`src/rtl/bitfusion_column_ctrl_pkg.sv`:
```
// Shared types and constants for the BitFusion column controller.
//   state_e       : controller FSM states
//   COL_*         : encodings driven on the col_state bus
//   BW_*          : cfg_bitwidth codes
//   SIGNAL_*      : 48-bit fusion signal patterns per operand bitwidth
//   bw_signal()   : bitwidth -> fusion signal lookup
package bitfusion_column_ctrl_pkg;

    typedef enum logic [2:0] {
        StIdle,
        StLoad,
        StCompute,
        StDrain,
        StOut,
        StClear
    } state_e;

    localparam logic [1:0] COL_IDLE      = 2'b00;
    localparam logic [1:0] COL_LOAD      = 2'b01;
    localparam logic [1:0] COL_COMPUTE   = 2'b10;
    localparam logic [1:0] COL_DRAIN_OUT = 2'b11;

    localparam logic [1:0] BW_2B      = 2'b00;
    localparam logic [1:0] BW_4B      = 2'b01;
    localparam logic [1:0] BW_8B      = 2'b10;
    localparam logic [1:0] BW_ILLEGAL = 2'b11;

    // One bit per fusion boundary: 2b fuses nothing, 8b fuses whole bricks.
    localparam logic [47:0] SIGNAL_2B = 48'hFFFF_FFFF_FFFF;
    localparam logic [47:0] SIGNAL_4B = 48'h5555_5555_5555;
    localparam logic [47:0] SIGNAL_8B = 48'h1111_1111_1111;

    function automatic logic [47:0] bw_signal(input logic [1:0] bw);
        logic [47:0] sig;
        sig = '0;
        case (bw)
            BW_2B:   sig = SIGNAL_2B;
            BW_4B:   sig = SIGNAL_4B;
            BW_8B:   sig = SIGNAL_8B;
            default: sig = '0;
        endcase
        return sig;
    endfunction

endpackage

```
`src/rtl/bitfusion_column_ctrl_if.sv`:
```
// Bus between the column controller and its environment (scheduler,
// activation buffer, column datapath and result consumer).
//   master : controller side (drives cfg_ready, cfg_err, in_ready, in_zero,
//            wbuf_we, col_*, acc_clr, out_valid, busy)
//   slave  : environment side (drives cfg_*, in_valid, out_ready)
interface bitfusion_column_ctrl_if #(
    parameter int unsigned STEP_W = 16
);
    logic              cfg_valid;
    logic              cfg_ready;
    logic [1:0]        cfg_bitwidth;
    logic [3:0]        cfg_sign_x;
    logic [3:0]        cfg_sign_y;
    logic [STEP_W-1:0] cfg_steps;
    logic              cfg_err;
    logic              in_valid;
    logic              in_ready;
    logic              in_zero;
    logic              wbuf_we;
    logic [1:0]        col_state;
    logic [1:0]        col_bitwidth;
    logic [3:0]        col_sign_x;
    logic [3:0]        col_sign_y;
    logic [47:0]       col_signal;
    logic              acc_clr;
    logic              out_valid;
    logic              out_ready;
    logic              busy;

    modport master (
        input  cfg_valid, cfg_bitwidth, cfg_sign_x, cfg_sign_y, cfg_steps, in_valid, out_ready,
        output cfg_ready, cfg_err, in_ready, in_zero, wbuf_we, col_state, col_bitwidth,
               col_sign_x, col_sign_y, col_signal, acc_clr, out_valid, busy
    );

    modport slave (
        output cfg_valid, cfg_bitwidth, cfg_sign_x, cfg_sign_y, cfg_steps, in_valid, out_ready,
        input  cfg_ready, cfg_err, in_ready, in_zero, wbuf_we, col_state, col_bitwidth,
               col_sign_x, col_sign_y, col_signal, acc_clr, out_valid, busy
    );

endinterface

```
`src/rtl/bitfusion_column_ctrl_counter.sv`:
```
// Loadable down-counter shared by the LOAD, COMPUTE and DRAIN phases.
//   clk, reset : clock, synchronous active-high reset
//   load       : load load_val (takes priority over dec)
//   load_val   : value to load
//   dec        : decrement by one; ignored when the count is already zero
//   is_one     : count == 1, i.e. the current cycle is the last of the phase
module bitfusion_column_ctrl_counter #(
    parameter int unsigned Width = 16
) (
    input  logic             clk,
    input  logic             reset,
    input  logic             load,
    input  logic [Width-1:0] load_val,
    input  logic             dec,
    output logic             is_one
);

    logic [Width-1:0] count_q, count_d;

    always_comb begin
        count_d = count_q;
        if (load) begin
            count_d = load_val;
        end else if (dec && (count_q != '0)) begin
            count_d = count_q - 1'b1;
        end
    end

    always_ff @(posedge clk) begin
        if (reset) begin
            count_q <= '0;
        end else begin
            count_q <= count_d;
        end
    end

    assign is_one = (count_q == Width'(1));

endmodule

```
`src/rtl/bitfusion_column_ctrl.sv`:
```
// Sequencer for one 16-PE BitFusion column. Accepts a job descriptor, holds
// the column configuration, times weight-load / compute / drain, gates input
// steps, presents the result with valid/ready and then clears accumulators.
//   clk   : rising-edge clock
//   reset : synchronous active-high reset; aborts any job in flight
//   bus   : bitfusion_column_ctrl_if.master (descriptor, input-step,
//           column-config and result handshake signals)
module bitfusion_column_ctrl
    import bitfusion_column_ctrl_pkg::*;
#(
    parameter int unsigned WLOAD_CYCLES = 2,
    parameter int unsigned DRAIN_CYCLES = 20,
    parameter int unsigned STEP_W       = 16
) (
    input  logic                   clk,
    input  logic                   reset,
    bitfusion_column_ctrl_if.master bus
);

    localparam logic [STEP_W-1:0] WLOAD_VAL = STEP_W'(WLOAD_CYCLES);
    localparam logic [STEP_W-1:0] DRAIN_VAL = STEP_W'(DRAIN_CYCLES);

    state_e            state_q, state_d;
    logic [1:0]        bitwidth_q;
    logic [3:0]        sign_x_q, sign_y_q;
    logic [STEP_W-1:0] steps_q;
    logic [47:0]       signal_q;
    logic              cfg_err_q, cfg_err_d;
    logic              cfg_load;

    logic              cnt_load, cnt_dec, cnt_is_one;
    logic [STEP_W-1:0] cnt_val;

    bitfusion_column_ctrl_counter #(
        .Width (STEP_W)
    ) u_counter (
        .clk      (clk),
        .reset    (reset),
        .load     (cnt_load),
        .load_val (cnt_val),
        .dec      (cnt_dec),
        .is_one   (cnt_is_one)
    );

    always_comb begin
        state_d   = state_q;
        cnt_load  = 1'b0;
        cnt_val   = '0;
        cnt_dec   = 1'b0;
        cfg_load  = 1'b0;
        cfg_err_d = 1'b0;
        case (state_q)
            StIdle: begin
                // cfg_ready is high here, so cfg_valid alone consumes the descriptor.
                if (bus.cfg_valid) begin
                    if (bus.cfg_bitwidth == BW_ILLEGAL) begin
                        cfg_err_d = 1'b1;
                    end else begin
                        cfg_load = 1'b1;
                        cnt_load = 1'b1;
                        cnt_val  = WLOAD_VAL;
                        state_d  = StLoad;
                    end
                end
            end
            StLoad: begin
                cnt_dec = 1'b1;
                if (cnt_is_one) begin
                    cnt_load = 1'b1;
                    if (steps_q == '0) begin
                        cnt_val = DRAIN_VAL;
                        state_d = StDrain;
                    end else begin
                        cnt_val = steps_q;
                        state_d = StCompute;
                    end
                end
            end
            StCompute: begin
                if (bus.in_valid) begin
                    cnt_dec = 1'b1;
                    if (cnt_is_one) begin
                        cnt_load = 1'b1;
                        cnt_val  = DRAIN_VAL;
                        state_d  = StDrain;
                    end
                end
            end
            StDrain: begin
                cnt_dec = 1'b1;
                if (cnt_is_one) begin
                    state_d = StOut;
                end
            end
            StOut: begin
                if (bus.out_ready) begin
                    state_d = StClear;
                end
            end
            StClear: begin
                state_d = StIdle;
            end
            default: begin
                state_d = StIdle;
            end
        endcase
    end

    always_ff @(posedge clk) begin
        if (reset) begin
            state_q    <= StIdle;
            bitwidth_q <= '0;
            sign_x_q   <= '0;
            sign_y_q   <= '0;
            steps_q    <= '0;
            signal_q   <= '0;
            cfg_err_q  <= 1'b0;
        end else begin
            state_q   <= state_d;
            cfg_err_q <= cfg_err_d;
            if (cfg_load) begin
                bitwidth_q <= bus.cfg_bitwidth;
                sign_x_q   <= bus.cfg_sign_x;
                sign_y_q   <= bus.cfg_sign_y;
                steps_q    <= bus.cfg_steps;
                // Registered with the config so it reads 0 until the first job.
                signal_q   <= bw_signal(bus.cfg_bitwidth);
            end
        end
    end

    always_comb begin
        bus.col_state = COL_IDLE;
        case (state_q)
            StIdle:    bus.col_state = COL_IDLE;
            StLoad:    bus.col_state = COL_LOAD;
            StCompute: bus.col_state = COL_COMPUTE;
            default:   bus.col_state = COL_DRAIN_OUT;
        endcase
    end

    assign bus.cfg_ready    = (state_q == StIdle);
    assign bus.cfg_err      = cfg_err_q;
    assign bus.in_ready     = (state_q == StCompute);
    // Bubble whenever no real step is being consumed during compute or drain.
    assign bus.in_zero      = ((state_q == StCompute) && !bus.in_valid) || (state_q == StDrain);
    assign bus.wbuf_we      = (state_q == StLoad);
    assign bus.col_bitwidth = bitwidth_q;
    assign bus.col_sign_x   = sign_x_q;
    assign bus.col_sign_y   = sign_y_q;
    assign bus.col_signal   = signal_q;
    assign bus.acc_clr      = (state_q == StClear);
    assign bus.out_valid    = (state_q == StOut);
    assign bus.busy         = (state_q != StIdle);

endmodule

```
`src/flat_wrapper.sv`:
```
// flat-port wrapper written by rule: the top's interface ports become plain ports
module bitfusion_column_ctrl_flat import bitfusion_column_ctrl_pkg::*;
#(
    parameter int unsigned WLOAD_CYCLES = 2,
    parameter int unsigned DRAIN_CYCLES = 20,
    parameter int unsigned STEP_W       = 16
)
  (clk, reset, bus_cfg_valid, bus_cfg_bitwidth, bus_cfg_sign_x, bus_cfg_sign_y, bus_cfg_steps, bus_in_valid, bus_out_ready, bus_cfg_ready, bus_cfg_err, bus_in_ready, bus_in_zero, bus_wbuf_we, bus_col_state, bus_col_bitwidth, bus_col_sign_x, bus_col_sign_y, bus_col_signal, bus_acc_clr, bus_out_valid, bus_busy);
  bitfusion_column_ctrl_if #(.STEP_W(STEP_W)) bus_i ();
  input  logic clk;
  input  logic reset;
  input wire logic [$bits(bus_i.cfg_valid)-1:0] bus_cfg_valid;
  input wire logic [$bits(bus_i.cfg_bitwidth)-1:0] bus_cfg_bitwidth;
  input wire logic [$bits(bus_i.cfg_sign_x)-1:0] bus_cfg_sign_x;
  input wire logic [$bits(bus_i.cfg_sign_y)-1:0] bus_cfg_sign_y;
  input wire logic [$bits(bus_i.cfg_steps)-1:0] bus_cfg_steps;
  input wire logic [$bits(bus_i.in_valid)-1:0] bus_in_valid;
  input wire logic [$bits(bus_i.out_ready)-1:0] bus_out_ready;
  output wire logic [$bits(bus_i.cfg_ready)-1:0] bus_cfg_ready;
  output wire logic [$bits(bus_i.cfg_err)-1:0] bus_cfg_err;
  output wire logic [$bits(bus_i.in_ready)-1:0] bus_in_ready;
  output wire logic [$bits(bus_i.in_zero)-1:0] bus_in_zero;
  output wire logic [$bits(bus_i.wbuf_we)-1:0] bus_wbuf_we;
  output wire logic [$bits(bus_i.col_state)-1:0] bus_col_state;
  output wire logic [$bits(bus_i.col_bitwidth)-1:0] bus_col_bitwidth;
  output wire logic [$bits(bus_i.col_sign_x)-1:0] bus_col_sign_x;
  output wire logic [$bits(bus_i.col_sign_y)-1:0] bus_col_sign_y;
  output wire logic [$bits(bus_i.col_signal)-1:0] bus_col_signal;
  output wire logic [$bits(bus_i.acc_clr)-1:0] bus_acc_clr;
  output wire logic [$bits(bus_i.out_valid)-1:0] bus_out_valid;
  output wire logic [$bits(bus_i.busy)-1:0] bus_busy;
  assign bus_i.cfg_valid = bus_cfg_valid;
  assign bus_i.cfg_bitwidth = bus_cfg_bitwidth;
  assign bus_i.cfg_sign_x = bus_cfg_sign_x;
  assign bus_i.cfg_sign_y = bus_cfg_sign_y;
  assign bus_i.cfg_steps = bus_cfg_steps;
  assign bus_i.in_valid = bus_in_valid;
  assign bus_i.out_ready = bus_out_ready;
  assign bus_cfg_ready = bus_i.cfg_ready;
  assign bus_cfg_err = bus_i.cfg_err;
  assign bus_in_ready = bus_i.in_ready;
  assign bus_in_zero = bus_i.in_zero;
  assign bus_wbuf_we = bus_i.wbuf_we;
  assign bus_col_state = bus_i.col_state;
  assign bus_col_bitwidth = bus_i.col_bitwidth;
  assign bus_col_sign_x = bus_i.col_sign_x;
  assign bus_col_sign_y = bus_i.col_sign_y;
  assign bus_col_signal = bus_i.col_signal;
  assign bus_acc_clr = bus_i.acc_clr;
  assign bus_out_valid = bus_i.out_valid;
  assign bus_busy = bus_i.busy;
  bitfusion_column_ctrl #(.WLOAD_CYCLES(WLOAD_CYCLES), .DRAIN_CYCLES(DRAIN_CYCLES), .STEP_W(STEP_W)) u_core (.clk(clk), .reset(reset), .bus(bus_i));
endmodule
```
`config.mk`:
```
export PLATFORM = sky130hd
export DESIGN_NAME = bitfusion_column_ctrl_flat
export DESIGN_NICKNAME = d
export VERILOG_FILES = /design/src/rtl/bitfusion_column_ctrl_pkg.sv /design/src/rtl/bitfusion_column_ctrl_if.sv /design/src/rtl/bitfusion_column_ctrl_counter.sv /design/src/rtl/bitfusion_column_ctrl.sv /design/src/flat_wrapper.sv
export SDC_FILE = /design/constraint.sdc
export NUM_CORES = 1
export LEC_CHECK = 0
export CAP_MARGIN = 15
export CORE_ASPECT_RATIO = 1.4
export CORE_UTILIZATION = 42
export CTS_BUF_LIST = sky130_fd_sc_hd__clkbuf_8
export DETAILED_ROUTE_END_ITERATION = 8
export GPL_TIMING_DRIVEN = 0
export PLACE_DENSITY = 0.85
export SLEW_MARGIN = 20
export SYNTH_ARGS = -nofsm -noshare
export SYNTH_HDL_FRONTEND = slang
export SYNTH_HIERARCHICAL = 1
export SYNTH_SLANG_ARGS = --single-unit
```
`constraint.sdc`:
```
create_clock -name clk -period 2.95 [get_ports clk]
set_clock_uncertainty 0.15 [all_clocks]
set_input_delay 0.885 -clock clk [delete_from_list [all_inputs] [get_ports clk]]
set_output_delay 0.885 -clock clk [all_outputs]
set_load 0.005 [all_outputs]
```
# Yosys cells after proc, flatten, opt, wreduce, memory -nomap -nowiden
# Index checks and enable logic that the tools add are counted.
# op_classes
addsub,1
eq_ne,16
mux,29
bitwise_logic,2
reduce_logical,13
# op_table
operator,n
$pmux 48 s3,1
$mux 16,6
$pmux 16 s3,1
$mux 3,7
$eq 16x1->1 const B,1
$logic_not 16->1,1
$reduce_bool 16->1,1
$sub 16x1->16 const B,1
$pmux 3 s5,1
$mux 1,8
$ne 2x2->1 const B,4
$reduce_and 7->1,1
$eq 3x2->1 const B,2
$eq 3x3->1 const B,2
$ne 2x1->1 const B,3
$pmux 2 s3,1
$mux 5,1
$eq 2x2->1 const B,2
$eq 3x1->1 const B,1
$logic_not 3->1,1
$pmux 1 s3,1
$reduce_bool 3->1,1
$reduce_or 3->1,1
$eq 2x1->1 const B,1
9 further kinds,11
# word_totals
reg_bits,94
input_bits,31
out_inout_bits,68
wordCells,69

# Longest topological paths before layout
# logic_depth
ltp_word,6
ltp_mapped,11
ltp_nobuf,10

# Cells and area by module
# Netlist, hierarchy kept.
# modules_own_cells
mod,instances,cells_per_inst,area_per_inst_um2,seq_area_each_um2
bitfusion_column_ctrl,1,238,1813.0,660.6
bitfusion_column_ctrl_counter,1,124,1019.7,320.3

# Worst setup path after synthesis
# OpenSTA, ideal clock, no wires.
# synth_timing
path_kind,input port to flip-flop
from,in bus_in_valid
to,reg u_core.u_counter.count_q[14]
setup_time_ns,0.091
t_arrival_ns,2.869
slack_ns,-0.160
cell_stages,7
path_buffers,1
path_cell_list,a21oi_1 > nor2_1 > buf_2 > or4bb_1 > or4b_4 > or4_1 > a311oi_1
# synth_via
elab_chain_cells,4
elab_cells_between_ends,7
classes_between,5 x mux; 2 x reduce/logical
# synth_rtl
item,line_no,rtl
"start, declared",flat_wrapper.sv:17,input wire logic [$bits(bus_i.in_valid)-1:0] bus_in_valid;
$mux 1,bitfusion_column_ctrl.sv:80,if (bus.in_valid) begin
$pmux 1 s2,bitfusion_column_ctrl.sv:52,case (state_q)
via u_core.cnt_dec,bitfusion_column_ctrl.sv:31,"logic cnt_load, cnt_dec, cnt_is_one;"
$logic_and 1x1->1,bitfusion_column_ctrl_counter.sv:24,end else if (dec && (count_q != '0)) begin
$reduce_bool 2->1 (no line),--,
"end signal, assigned",bitfusion_column_ctrl_counter.sv:33,count_q <= count_d;
"end, declared",bitfusion_column_ctrl_counter.sv:18,"logic [Width-1:0] count_q, count_d;"
# The timed path passes the listed nets, and every way through them passes these cells.
# A chain may end at the register's enable or synchronous reset.

# Worst setup path in the final report
# Ends and elaborated chain as after synthesis.

==> flow_summary.yaml <==
floorplan:
  dieArea_mm2: 0.00708
  die_w_um: 71.4
  row_count: 35
  io_pins: 99
  die_h_um: 99.2
  core_area_mm2: 0.00657
  initial_core_util_pct: 43.1
global_route:
  grt_remaining_overflow: 0
  grt_max_degree: 26
  antenna_found_initial: 0
  grtUsageTotal_pct: 21.6
  grt_pass1_vias: 2692
  grt_first_pass_wirelength_mm: 12.3
routing:
  drt_iter0_drc: 172
  firstDrtPassIters: 6
  avgViaCountPerCell: 5.19
  drc_errors: 1
  wire_per_inst_um: 14.2
  postRouteWirelength_mm: 7.76
  antenna_left: 0
  dr_total_vias: 2844
power:
  vdd_drop_max_mv: 0.306
  leakage_uw: 0.00164
  power.density_mw_per_mm2: 495
placement:
  numPortBuffers: 97
  detailed_place_hpwl_mm: 5.66
  dpl_cell_area_mm2: 0.00390
  gp_congestion: 0.887
layout:
  final_util_pct: 63.2
  drive_gt1_share_pct: 20.9
  finalInstanceArea_mm2: 0.00415
  num-nets-final: 506
  nFillCells: 551
  synthToLayoutAreaGrowth_pct: 46.5
  antenna_cells: 0
run_status:
  violations: "DRC"
  status: "finished, violations left"
sta:
  layout_min_cycle_time_ps: 2860
  rsz0062_at_grt: "no"
  final_hold_viol_count: 0
  layout_worst_path_cycle_share_pct: 96.9
  fmax_mhz: 350
  slew_headroom_pct: 53.5
  timing_worst_slew_pin_value_ps: 696
  finalSetupViolCount: 0
  slew_violations: 0
clocking:
  clkTransAtPathRegs_ps: 90
  htree_levels: 2
  cts_made_buffers: 5
  insertion_delay_ps: 310
  cts_root_buffer: "clkbuf_8"
  cts.sinks: 49
  cts_tree: "built"
  clk_path_buf_depth: 2
worst_setup_path:
  worst-path-max-fanout: 3
  arrival_ps: 2930
  worstReg2RegStart: "u_core/state_q[0]"
  rrSetupSlack_ps: 170
  cp.required_ps: 3020
  reg2reg_depth: 8
  r2r_end: "u_core/u_counter/count_q[14]"
  path_class: "primary input to flip-flop"
  worstSetupEndpointType: "flip-flop"
  start_kind: "primary input"
yosys:
  ys.flop_type: "dfxtp_1"
  avgSynthCellArea_um2: 7.83
  yosysWarnings: 6
  synth_edf_count: 0
  netlist_area_mm2: 0.00283
  synth_fp_nets: 395
  ys_seq_elements: 49
  synth_cell_types: 56
  synthCells: 362
  synth-async-reset-ratio_pct: 0
  ys_seq_area_share_pct: 34.6
run:
  drv_cap: 0
worst_hold_path:
  hp-start: "u_core/bus.col_sign_x[0]"
  hold_path_class: "flip-flop to flip-flop"
  hold_depth: 2
  min_to: "u_core/bus.col_sign_x[0]"
==> Yosys cell counts (all sizes together), types with 3 or more instances <==
cell type | instances | area [um^2]
nand2 | 62 | 233
buf | 53 | 402
dfxtp | 49 | 981
nor2 | 34 | 135
a21oi | 33 | 165
and2 | 15 | 93.8
clkbuf | 11 | 41.3
inv | 9 | 33.8
a311oi | 8 | 70.1
nor4 | 8 | 65.1
nor3 | 6 | 30.0
a211oi | 5 | 37.5
a2111oi | 4 | 35.0
nand4 | 4 | 25.0
o21ai | 4 | 20.0
or4 | 4 | 35.0
nand2b | 3 | 18.8
nand3 | 3 | 15.0
nor2b | 3 | 18.8
nor3b | 3 | 22.5
o21a | 3 | 22.5
or3 | 3 | 23.8
==> flip-flops by register name, indices dropped and copies added (netlist names) <==
signal and count:
u_core/bus.cfg_err 1, u_core/bus.col_sign_x 4, u_core/steps_q 16, u_core/bus.col_sign_y 4, u_core/u_counter/count_q 16, u_core/bus.col_bitwidth 2
u_core/state_q 3, u_core/bus.col_signal 3
==> stage by stage <==
step	setup slack, ps	cells	hold slack [ps]	setup TNS [ps]	power (uW)
2_1_floorplan	-144	362	294	-144	1210
3_3_place_gp	-734	533	292	-5040	1470
3_5_place_dp	-771	533	297	-6020	1490
4_1_cts	-33.8	546	311	-33.8	2020
5_1_grt	11.1	548	329	0	2160
6_report	91.8	548	310	0	2050
==> worst max-delay path by stage <==
| stage | start | endpoint | slack (ps) | cells past startpoint |
|---|---|---|---|---|
| after floorplan | bus_in_valid | u_core/u_counter/count_q[14] | -140 | 7 |
| after global placement | bus_in_valid | u_core/u_counter/count_q[14] | -730 | 8 |
| after detailed placement | bus_in_valid | u_core/u_counter/count_q[14] | -770 | 8 |
| after CTS | bus_in_valid | u_core/u_counter/count_q[14] | -30 | 8 |
| after global routing | u_core/u_counter/count_q[11] | u_core/u_counter/count_q[15] | 10 | 9 |
| final | bus_in_valid | u_core/u_counter/count_q[14] | 90 | 8 |
==> what timing repair did <==
item,in CTS,in global routing
hold endpoints to repair,0,0
gates resized for setup,14,16
buffers inserted,5,2
hold buffers,0,0
endpoints found under the setup margin,17,39
pin swaps,6,6
==> per-layer routing <==
metal | track usage, % | up-vias | wire length (um)
li1 | - | 1429 | -
met1 | 25.2 | 1307 | 2950
met2 | 38.3 | 89 | 4170
met3 | 4.15 | 19 | 416
met4 | 8.62 | 0 | 230
met5 | 0 | - | 0
==> worst max-delay path, stage by stage <==
cell and delay, ps:
buf_6 70, a21oi_2 40, nor2_2 100, buf_4 130, or4bb_4 470, or4b_4 540
or4_4 420, a311oi_2 260
==> where the power goes <==
group / switching (uW) / internal (uW)
Combinational: 328 / 416
Clock: 238 / 259
Sequential: 85.1 / 727
Total: 650 / 1400
==> layout by cell type, fill, tap and decap left out, types with 7 or more instances in the layout <==
cell and instances:
a21oi_1 32, a311oi_1 7, and2_1 15, buf_4 53, clkbuf_1 7, clkdlybuf4s50_1 96, dfxtp_1 47, inv_1 9
nand2_1 62, nor2_1 31
==> kinds of logic after synthesis <==
logic type      synth area share, %
buf+inv                        17.0
mux                           0.353
flops                          34.6
fa+ha+maj                     0.883
simple gates                   29.1
xor+xnor                      0.928
compound gates                 17.1
==> layout make-up <==
| type | count | area [um^2] | share of cell area [%] |
|---|---|---|---|
| buffer | 64 | 453 | 10.9 |
| clock buffer | 5 | 68.8 | 1.66 |
| clock inverter | 3 | 47.5 | 1.15 |
| inverter | 10 | 38.8 | 0.935 |
| multi-input combinational | 239 | 1440 | 34.7 |
| sequential | 49 | 983 | 23.7 |
| tap | 74 | 92.6 | 2.23 |
| timing repair buffer | 104 | 1020 | 24.7 |
Note: power is estimated with default switching activity, not from simulation.
